**src/rtl/hex_sseg_mux_if.sv**
```systemverilog
// hex_sseg_mux_if: display bus between a digit source and the seven-segment mux.
//   hex        4*N_DIGITS  digit values, digit k = hex[4k+3:4k], digit 0 rightmost
//   dp         N_DIGITS    decimal point request per digit, 1 = lit
//   blank      N_DIGITS    per-digit blank request, 1 = dark
//   load       1           one-cycle strobe capturing hex/dp/blank
//   an         N_DIGITS    anode enables, active-low
//   sseg       8           cathodes, active-low, {dp,g,f,e,d,c,b,a}
//   frame_tick 1           one-cycle pulse after each frame boundary
// master drives the digit data, slave is the mux.
interface hex_sseg_mux_if #(
  parameter int unsigned N_DIGITS = 4
);
  logic [4*N_DIGITS-1:0] hex;
  logic [N_DIGITS-1:0]   dp;
  logic [N_DIGITS-1:0]   blank;
  logic                  load;
  logic [N_DIGITS-1:0]   an;
  logic [7:0]            sseg;
  logic                  frame_tick;

  modport master (
    output hex, dp, blank, load,
    input  an, sseg, frame_tick
  );

  modport slave (
    input  hex, dp, blank, load,
    output an, sseg, frame_tick
  );
endinterface

```
**src/rtl/hex_sseg_mux.sv**
```systemverilog
// hex_sseg_mux: time-multiplexed, double-buffered hex seven-segment driver.
// Ports:
//   clk      single clock, rising edge
//   reset_n  synchronous active-low reset
//   bus      hex_sseg_mux_if.slave (hex/dp/blank/load in, an/sseg/frame_tick out)
// Parameters: N_DIGITS (1..8), DIGIT_PERIOD (cycles per slot, >= GUARD_CYCLES+2),
//   GUARD_CYCLES (all-anodes-off cycles at slot start, 0 = no guard).
// Optional feature: define HEX_SSEG_MUX_LZB_EN for leading-zero blanking.
module hex_sseg_mux #(
  parameter int unsigned N_DIGITS     = 4,
  parameter int unsigned DIGIT_PERIOD = 65536,
  parameter int unsigned GUARD_CYCLES = 2
) (
  input  logic          clk,
  input  logic          reset_n,
  hex_sseg_mux_if.slave bus
);
  localparam int unsigned PW = (DIGIT_PERIOD > 1) ? $clog2(DIGIT_PERIOD) : 1;
  localparam int unsigned IW = (N_DIGITS > 1) ? $clog2(N_DIGITS) : 1;
  localparam int unsigned HW = 4 * N_DIGITS;
  localparam logic [PW-1:0] PCNT_LAST = PW'(DIGIT_PERIOD - 1);
  localparam logic [IW-1:0] IDX_LAST  = IW'(N_DIGITS - 1);

  logic [PW-1:0]       pcnt;
  logic [IW-1:0]       idx;
  logic [HW-1:0]       hex_a, hex_p;
  logic [N_DIGITS-1:0] dp_a, dp_p;
  logic [N_DIGITS-1:0] blank_a, blank_p;
  logic                pending_valid;
  logic [N_DIGITS-1:0] an_q;
  logic [7:0]          sseg_q;
  logic                tick_q;

  logic                slot_end_c, wrap_c, guard_c;
  logic [PW-1:0]       pcnt_nxt_c;
  logic [IW-1:0]       idx_nxt_c;
  logic [3:0]          digit_c;
  logic                dp_c, dark_c;
  logic [N_DIGITS-1:0] sup_c;
  logic [N_DIGITS-1:0] an_nxt_c;
  logic [7:0]          sseg_nxt_c;

  assign bus.an         = an_q;
  assign bus.sseg       = sseg_q;
  assign bus.frame_tick = tick_q;

  // Active-low g..a pattern for one hex digit.
  function automatic logic [6:0] seg7(input logic [3:0] v);
    logic [6:0] s;
    case (v)
      4'h0:    s = 7'b1000000;
      4'h1:    s = 7'b1111001;
      4'h2:    s = 7'b0100100;
      4'h3:    s = 7'b0110000;
      4'h4:    s = 7'b0011001;
      4'h5:    s = 7'b0010010;
      4'h6:    s = 7'b0000010;
      4'h7:    s = 7'b1111000;
      4'h8:    s = 7'b0000000;
      4'h9:    s = 7'b0010000;
      4'hA:    s = 7'b0001000;
      4'hB:    s = 7'b0000011;
      4'hC:    s = 7'b1000110;
      4'hD:    s = 7'b0100001;
      4'hE:    s = 7'b0000110;
      default: s = 7'b0001110;
    endcase
    return s;
  endfunction

  // Prescaler / digit index sequencing; wrap_c marks the frame boundary.
  always_comb begin
    slot_end_c = (pcnt == PCNT_LAST);
    wrap_c     = slot_end_c && (idx == IDX_LAST);
    pcnt_nxt_c = slot_end_c ? '0 : pcnt + PW'(1);
    idx_nxt_c  = idx;
    if (slot_end_c) begin
      idx_nxt_c = (idx == IDX_LAST) ? '0 : idx + IW'(1);
    end
  end

  // Ghosting guard at the start of each slot.
  generate
    if (GUARD_CYCLES == 0) begin : g_no_guard
      assign guard_c = 1'b0;
    end else begin : g_guard
      assign guard_c = (pcnt < PW'(GUARD_CYCLES));
    end
  endgenerate

`ifdef HEX_SSEG_MUX_LZB_EN
  // Leading-zero suppression: digit k>0 dark when it and every higher digit are 0, unless its dp is lit.
  always_comb begin
    logic zeros;
    zeros = 1'b1;
    sup_c = '0;
    for (int k = int'(N_DIGITS) - 1; k >= 1; k--) begin
      zeros    = zeros && (hex_a[4*k +: 4] == 4'h0);
      sup_c[k] = zeros && !dp_a[k];
    end
  end
`else
  assign sup_c = '0;
`endif

  // Select the active digit addressed by idx.
  always_comb begin
    digit_c = 4'h0;
    dp_c    = 1'b0;
    dark_c  = 1'b1;
    for (int unsigned k = 0; k < N_DIGITS; k++) begin
      if (idx == IW'(k)) begin
        digit_c = hex_a[4*k +: 4];
        dp_c    = dp_a[k];
        dark_c  = blank_a[k] | sup_c[k];
      end
    end
  end

  // Next anode / cathode values, registered below.
  always_comb begin
    an_nxt_c   = '1;
    sseg_nxt_c = 8'hFF;
    if (!guard_c) begin
      an_nxt_c = ~(N_DIGITS'(1) << idx);
      if (!dark_c) begin
        sseg_nxt_c = {~dp_c, seg7(digit_c)};
      end
    end
  end

  // State, double buffer and registered outputs.
  always_ff @(posedge clk) begin
    if (!reset_n) begin
      pcnt          <= '0;
      idx           <= '0;
      hex_a         <= '0;
      dp_a          <= '0;
      blank_a       <= '1;
      hex_p         <= '0;
      dp_p          <= '0;
      blank_p       <= '1;
      pending_valid <= 1'b0;
      an_q          <= '1;
      sseg_q        <= 8'hFF;
      tick_q        <= 1'b0;
    end else begin
      pcnt   <= pcnt_nxt_c;
      idx    <= idx_nxt_c;
      tick_q <= wrap_c;
      an_q   <= an_nxt_c;
      sseg_q <= sseg_nxt_c;
      if (wrap_c) begin
        // A load landing on the boundary bypasses the pending buffer.
        if (bus.load) begin
          hex_a   <= bus.hex;
          dp_a    <= bus.dp;
          blank_a <= bus.blank;
        end else if (pending_valid) begin
          hex_a   <= hex_p;
          dp_a    <= dp_p;
          blank_a <= blank_p;
        end
        pending_valid <= 1'b0;
      end else if (bus.load) begin
        hex_p         <= bus.hex;
        dp_p          <= bus.dp;
        blank_p       <= bus.blank;
        pending_valid <= 1'b1;
      end
    end
  end
endmodule

```
**src/flat_wrapper.sv**
```systemverilog
// flat-port wrapper written by rule: the top's interface ports become plain ports
module hex_sseg_mux_flat 
#(
  parameter int unsigned N_DIGITS     = 4,
  parameter int unsigned DIGIT_PERIOD = 65536,
  parameter int unsigned GUARD_CYCLES = 2
)
  (clk, reset_n, bus_hex, bus_dp, bus_blank, bus_load, bus_an, bus_sseg, bus_frame_tick);
  hex_sseg_mux_if #(.N_DIGITS(N_DIGITS)) bus_i ();
  input  logic clk;
  input  logic reset_n;
  input wire logic [$bits(bus_i.hex)-1:0] bus_hex;
  input wire logic [$bits(bus_i.dp)-1:0] bus_dp;
  input wire logic [$bits(bus_i.blank)-1:0] bus_blank;
  input wire logic [$bits(bus_i.load)-1:0] bus_load;
  output wire logic [$bits(bus_i.an)-1:0] bus_an;
  output wire logic [$bits(bus_i.sseg)-1:0] bus_sseg;
  output wire logic [$bits(bus_i.frame_tick)-1:0] bus_frame_tick;
  assign bus_i.hex = bus_hex;
  assign bus_i.dp = bus_dp;
  assign bus_i.blank = bus_blank;
  assign bus_i.load = bus_load;
  assign bus_an = bus_i.an;
  assign bus_sseg = bus_i.sseg;
  assign bus_frame_tick = bus_i.frame_tick;
  hex_sseg_mux #(.N_DIGITS(N_DIGITS), .DIGIT_PERIOD(DIGIT_PERIOD), .GUARD_CYCLES(GUARD_CYCLES)) u_core (.clk(clk), .reset_n(reset_n), .bus(bus_i));
endmodule
```
**config.mk**
```make
export PLATFORM = sky130hd
export DESIGN_NAME = hex_sseg_mux_flat
export DESIGN_NICKNAME = d
export VERILOG_FILES = /design/src/rtl/hex_sseg_mux_if.sv /design/src/rtl/hex_sseg_mux.sv /design/src/flat_wrapper.sv
export SDC_FILE = /design/constraint.sdc
export NUM_CORES = 1
export LEC_CHECK = 0
export BUFFER_PORTS_ARGS = -buffer_cell sky130_fd_sc_hd__buf_2
export CAP_MARGIN = 25
export CORE_MARGIN = 10
export CORE_UTILIZATION = 39
export DETAILED_ROUTE_END_ITERATION = 16
export PLACE_DENSITY = 0.62
export SLEW_MARGIN = 20
export SYNTH_ARGS = -nofsm -noshare
export SYNTH_HDL_FRONTEND = slang
export SYNTH_SLANG_ARGS = --single-unit
```
**constraint.sdc**
```tcl
create_clock -name clk -period 7.1 [get_ports clk]
set_input_delay 1.42 -clock clk [delete_from_list [all_inputs] [get_ports clk]]
set_output_delay 1.42 -clock clk [all_outputs]
set_load 0.005 [all_outputs]
```
==> flow_summary.yaml, run 1 <==
timing:
  final.min_clock_period_ps: 3240
  fin_tns_setup_ps: 0
  max_freq_ghz: 0.309
  setup_ws_ps: 3860
  worstMarginPinSlew_ps: 790
  post-route-period-util_pct: 45.6
  rsz0062_at_grt: "false"
  setup_viol: 0
  hold_violations: 0
  skew_ps: 9.03
  relSlewSlack_pct: 47.3
  maxSlewViolCount: 0
logic_synthesis:
  syn_inst: 385
  ys_types: 48
  synthArstFlopShare_pct: 0
  syn_nets: 423
  synth_edf_count: 0
  synth-seq-cells: 80
  synth_area_um2: 3720
  synth_flop_cell: "dfxtp_1"
  avgSynthCellArea_um2: 9.67
  yosysSeqAreaShare_pct: 43.0
  yosys_warnings: 0
grt:
  antenna_found_initial: 0
  grt_use_total_pct: 11.3
  grt_overflow_total: 0
  grt_pass1_vias: 2678
  grt_first_pass_wirelength_mm: 13.1
  grt_max_degree: 52
cells_and_area:
  finalNonFillerCells: 549
  finish.utilization_pct: 45.5
  final_common_cell: "dfxtp_1"
  syn_to_final_growth_pct: 13.6
  finalInstanceArea_um2: 4230
  nets: 453
  diodes: 0
  drive_gt1_share_pct: 21.2
  final_cell_mix: "dfxtp_1, nor2_1, mux2i_1"
worst_hold_path:
  hp-class: "reg -> reg"
routing:
  met2_length_mm: 3.32
  firstDrtPassIters: 4
  drt-initial-drc-count: 121
  dr.max_layer_used: "met4"
  wire_per_inst_um: 13.5
  via_count: 2707
  post-route-drc-count: 0
  wl_met3_um: 217
  ant_nets: 0
  wl_mm: 7.43
  routed_via_density: 4.93
  drt-met1-wl_mm: 3.76
clock_tree:
  clock_latency_ps: 360
  cts_max_level: 3
  path_clk_slew_ps: 80
  tritoncts: "yes"
  post_cts_resized: 0
  postCtsHoldBufs: 0
  cts_buffers: 9
  cts_max_path_buffers: 2
  cts-root-buf: "clkbuf_8"
  clock_sinks: 80
  cts_setup_buffers: 0
placed_design:
  port_buffers: 39
  place_congestion: 0.748
  pre_cts_slack_ps: 3590
  placed_area_um2: 3990
  dp_hpwl_mm: 5.28
  place_inst: 531
critical_path:
  arrival_ps: 3440
  worst_setup_path_start_kind: "flip-flop"
  crit_path_cell_trace: "ha_1, nor2_1, o211a_1, a221oi_1, inv_1, ha_1, mux2_2, nand2_1, o311ai_0"
  slowest_stage: "ha_1"
  crit_family: "adder cells"
  crit_type: "reg -> reg"
  crit_path_frequent_cell: "ha_1"
  critPathMaxFanout: 20
  endpoint_kind: "flip-flop"
  cpPeakStageDelay_ps: 640
  cp.required_ps: 7300
  crit_buf_inv: 1
floorplanning:
  core_um2: 9280
  rows: 35
  fp.dieArea_um2: 13800
  die_x_um: 118
  die_y_um: 118
  initial_utilization_pct: 40.1
  io-pin-count: 40
run:
  drv_cap: 0
power:
  power_switching_uw: 198
  internal_power_uw: 664
  pwr-share-seq_pct: 53.9
  switching_share_pct: 23.0
  p_leak_nw: 1.60
  ir_drop_mv: 0.0763
  p_comb_share_pct: 6.5
  clockPowerShare_pct: 39.6
  power_density_nw_per_um2: 204
status:
  status: "complete, no violations"
-- kinds of logic (layout without fill, tap and decap cells) --
logic type	after synthesis	after routing	synth area share (%)
xor+xnor	14	14	3.30
fa+ha+maj	11	11	3.70
flops	80	80	43.0
mux	51	51	13.8
compound gates	54	54	13.3
buf+inv	35	70	5.01
simple gates	140	140	17.8
-- through the flow --
step | power, mW | hold slack (ps)
3_5_place_dp | 0.530 | 459
6_report | 0.862 | 473
3_3_place_gp | 0.528 | 451
4_1_cts | 0.871 | 478
2_1_floorplan | 0.513 | 430
5_1_grt | 0.900 | 505
-- registers in the layout (all words and copies together), names as in the netlist, 8 cells and up --
register	cells
u_core.hex_a	16
u_core.hex_p	16
u_core.pcnt	16
u_core.bus.sseg	8
-- worst reg2reg max path, stage by stage, from the launching register on --
cell and delay (ps):
dfxtp_1 400, ha_1 640, nor2_1 240, o211a_1 190, a221oi_1 640, inv_1 220, ha_1 310, mux2_2 270
nand2_1 60, o311ai_0 110
-- power by group through the flow --
| stage | sequential [mW] | combinational (mW) | clock (mW) |
|---|---|---|---|
| 6_report | 0.464 | 0.0561 | 0.342 |
| 5_1_grt | 0.466 | 0.0626 | 0.371 |
| 4_1_cts | 0.464 | 0.0557 | 0.351 |
| 3_5_place_dp | 0.475 | 0.0554 | 0 |
| 3_3_place_gp | 0.475 | 0.0537 | 0 |
| 2_1_floorplan | 0.473 | 0.0393 | 0 |
-- cell type report --
type / instances / area, um2
Clock buffer: 11 / 151
Clock inverter: 5 / 55.1
Fill cell: 899 / 5060
Inverter: 9 / 33.8
Multi-Input combinational cell: 270 / 1940
Sequential cell: 80 / 1600
Tap cell: 129 / 161
Timing Repair Buffer: 45 / 280
-- routing by layer --
metal	global-route usage, %	up-vias
met5	0	-
met4	4.87	0
met3	3.31	9
met2	17.1	36
met1	14.5	1261
li1	-	1401
-- final timing paths --
check                               startpoint                  to  slack (ps)  cells after the start
worst max register to register   u_core.idx[0]  u_core.bus.sseg[5]        3860                      9
worst min register to register  u_core.pcnt[0]      u_core.pcnt[0]         470                      1
worst max-delay path             u_core.idx[0]  u_core.bus.sseg[5]        3860                      9
worst min-delay path            u_core.pcnt[0]      u_core.pcnt[0]         470                      1
-- Yosys cell counts (2+ instances only) --
cell type   n  area [um2]
mux2i_1    49         490
inv_1       8        30.0
nor3_1      6        30.0
ha_1       11         138
o211ai_1    3        22.5
o211a_1     2        20.0
and3_1      3        18.8
a21oi_1     6        30.0
buf_2       4        20.0
nand3_1     9        45.0
mux2_2      2        22.5
nand2b_1    2        12.5
o21ai_0     6        30.0
nand4_1     3        18.8
clkbuf_1   14        52.6
nor2_1     61         229
buf_6       6        67.6
nor2b_1     4        25.0
xnor2_1    10        87.6
xor2_1      4        35.0
a211oi_2   20         250
nor3b_1     3        22.5
nand2_1    31         116
a211oi_1    3        22.5
o311ai_0    2        17.5
dfxtp_1    80        1600
nor4_1      5        31.3
or3_1       2        12.5
nand3b_1    4        30.0
o31a_1      4        35.0
Power figures use the tool's default switching activity.
==> run 2, diff against run 1 <==
- clock period: 7.1 -> 3 ns (I/O delays scaled with it)
==> run 2 against run 1 <==
  * Clock skew fell by 2.8 ps
  * Routed wire length rose by 1.0%
  * Final area decreased by 1.0%
  * Critical path depth increased by 2
  * Register-to-register slack got worse by 3400 ps
  * Via count up 1.1%
  * First-iteration DRC count is 24% higher
  * Die area unchanged
  * Critical endpoint unchanged
  * Largest cell class unchanged
  * Highest routed layer unchanged
==> flow_summary.yaml, run 2 (synthesis results as in run 1) <==
status:
  status: "complete, no violations"
placed_design:
  place_congestion: 0.820
  pre_cts_slack_ps: 442
  dp_hpwl_mm: 5.35
  place_inst: 536
  port_buffers: 39
grt:
  grt_max_degree: 52
  antenna_found_initial: 0
  grt_first_pass_wirelength_mm: 13.4
  grt_use_total_pct: 11.3
  grt_pass1_vias: 2776
  grt_overflow_total: 0
clock_tree:
  cts_max_level: 3
  path_clk_slew_ps: 70
  tritoncts: "yes"
  clock_sinks: 80
  postCtsHoldBufs: 0
  cts-root-buf: "clkbuf_8"
  cts_setup_buffers: 0
  post_cts_resized: 0
  cts_buffers: 9
  clock_latency_ps: 340
  cts_max_path_buffers: 2
power:
  p_leak_nw: 1.60
  ir_drop_mv: 0.186
  power_density_nw_per_um2: 446
floorplanning:
  initial_utilization_pct: 40.1
  fp.dieArea_um2: 13800
  die_y_um: 118
  io-pin-count: 40
  core_um2: 9280
  die_x_um: 118
  rows: 35
critical_path:
  critPathMaxFanout: 10
  ff2ff_setup_slack_ps: 440
  crit_buf_inv: 3
  endpoint_kind: "flip-flop"
  cp.required_ps: 3170
  crit_type: "reg -> reg"
  crit_path_cell_trace: "inv_1, ha_1, nor2_1, o211a_1, a221oi_1, buf_4, inv_1, ha_1, mux2_2, nand2_1, o311ai_0"
  slowest_stage: "dfxtp_1"
  arrival_ps: 2730
  worst_setup_path_start_kind: "flip-flop"
  crit_family: "adder cells"
  cpPeakStageDelay_ps: 360
timing:
  fin_tns_setup_ps: 0
  hold_violations: 0
  relSlewSlack_pct: 56.2
  skew_ps: 6.18
  setup_ws_ps: 442
  worstMarginPinSlew_ps: 657
  setup_viol: 0
  max_freq_ghz: 0.391
  final.min_clock_period_ps: 2560
  post-route-period-util_pct: 85.3
  maxSlewViolCount: 0
  rsz0062_at_grt: "false"
routing:
  routed_via_density: 4.98
  ant_nets: 0
  post-route-drc-count: 0
  wl_mm: 7.51
  wire_per_inst_um: 13.7
  via_count: 2738
  firstDrtPassIters: 4
  drt-initial-drc-count: 150
cells_and_area:
  diodes: 0
  final_common_cell: "dfxtp_1"
  final_cell_mix: "dfxtp_1, nor2_1, mux2i_1"
  syn_to_final_growth_pct: 12.5
  reg_top3: "u_core.hex_a: 16 flops, u_core.hex_p: 16 flops, u_core.pcnt: 16 flops"
  finish.utilization_pct: 45.1
  drive_gt1_share_pct: 20.9
  nets: 457
  finalNonFillerCells: 550
worst_hold_path:
  hp-class: "reg -> reg"
run:
  drv_cap: 0
-- run 2: cell count changes in the layout (fill, tap and decap cells not counted) --
cell / delta
buf_12: +1
buf_16: -1
clkinvlp_4: -2
bufinv_16: -1
clkbuf_8: -2
clkbuf_1: +2
buf_4: +4
-- run 2: worst paths after layout --
path              depth (start not counted)      startpoint            endpoint
setup / recovery                         11   u_core.idx[0]  u_core.bus.sseg[5]
hold / removal                            1  u_core.pcnt[0]      u_core.pcnt[0]
setup reg to reg                         11   u_core.idx[0]  u_core.bus.sseg[5]
hold reg to reg                           1  u_core.pcnt[0]      u_core.pcnt[0]
-- run 2: metal layers --
metal / track usage [%] / routed length [um] / vias up
li1: - / - / 1404
met1: 14.7 / 3700 / 1262
met2: 17.3 / 3400 / 61
met3: 2.73 / 283 / 11
met4: 4.87 / 120 / 0
met5: 0 / 0 / -
-- run 2: power breakdown --
group	internal [mW]	leakage [nW]	switching, mW
combinational	0.0595	0.870	0.0726
clock	0.285	0.0749	0.350
sequential	1.09	0.651	0.0137
total	1.43	1.60	0.436
-- run 2: through the flow --
stage	power (mW)	hold WS, ps	area [um2]
2_1_floorplan	1.21	430	3720
3_3_place_gp	1.25	444	4020
3_5_place_dp	1.26	453	4020
4_1_cts	1.89	470	4160
5_1_grt	1.96	494	4190
6_report	1.87	467	4190
-- run 2: layout make-up --
cell class / count / area (um2)
Clock inverter: 2 / 10.0
Clock buffer: 11 / 131
Inverter: 9 / 33.8
Fill cell: 938 / 5100
Sequential cell: 80 / 1600
Timing Repair Buffer: 49 / 303
Tap cell: 129 / 161
Multi-Input combinational cell: 270 / 1940
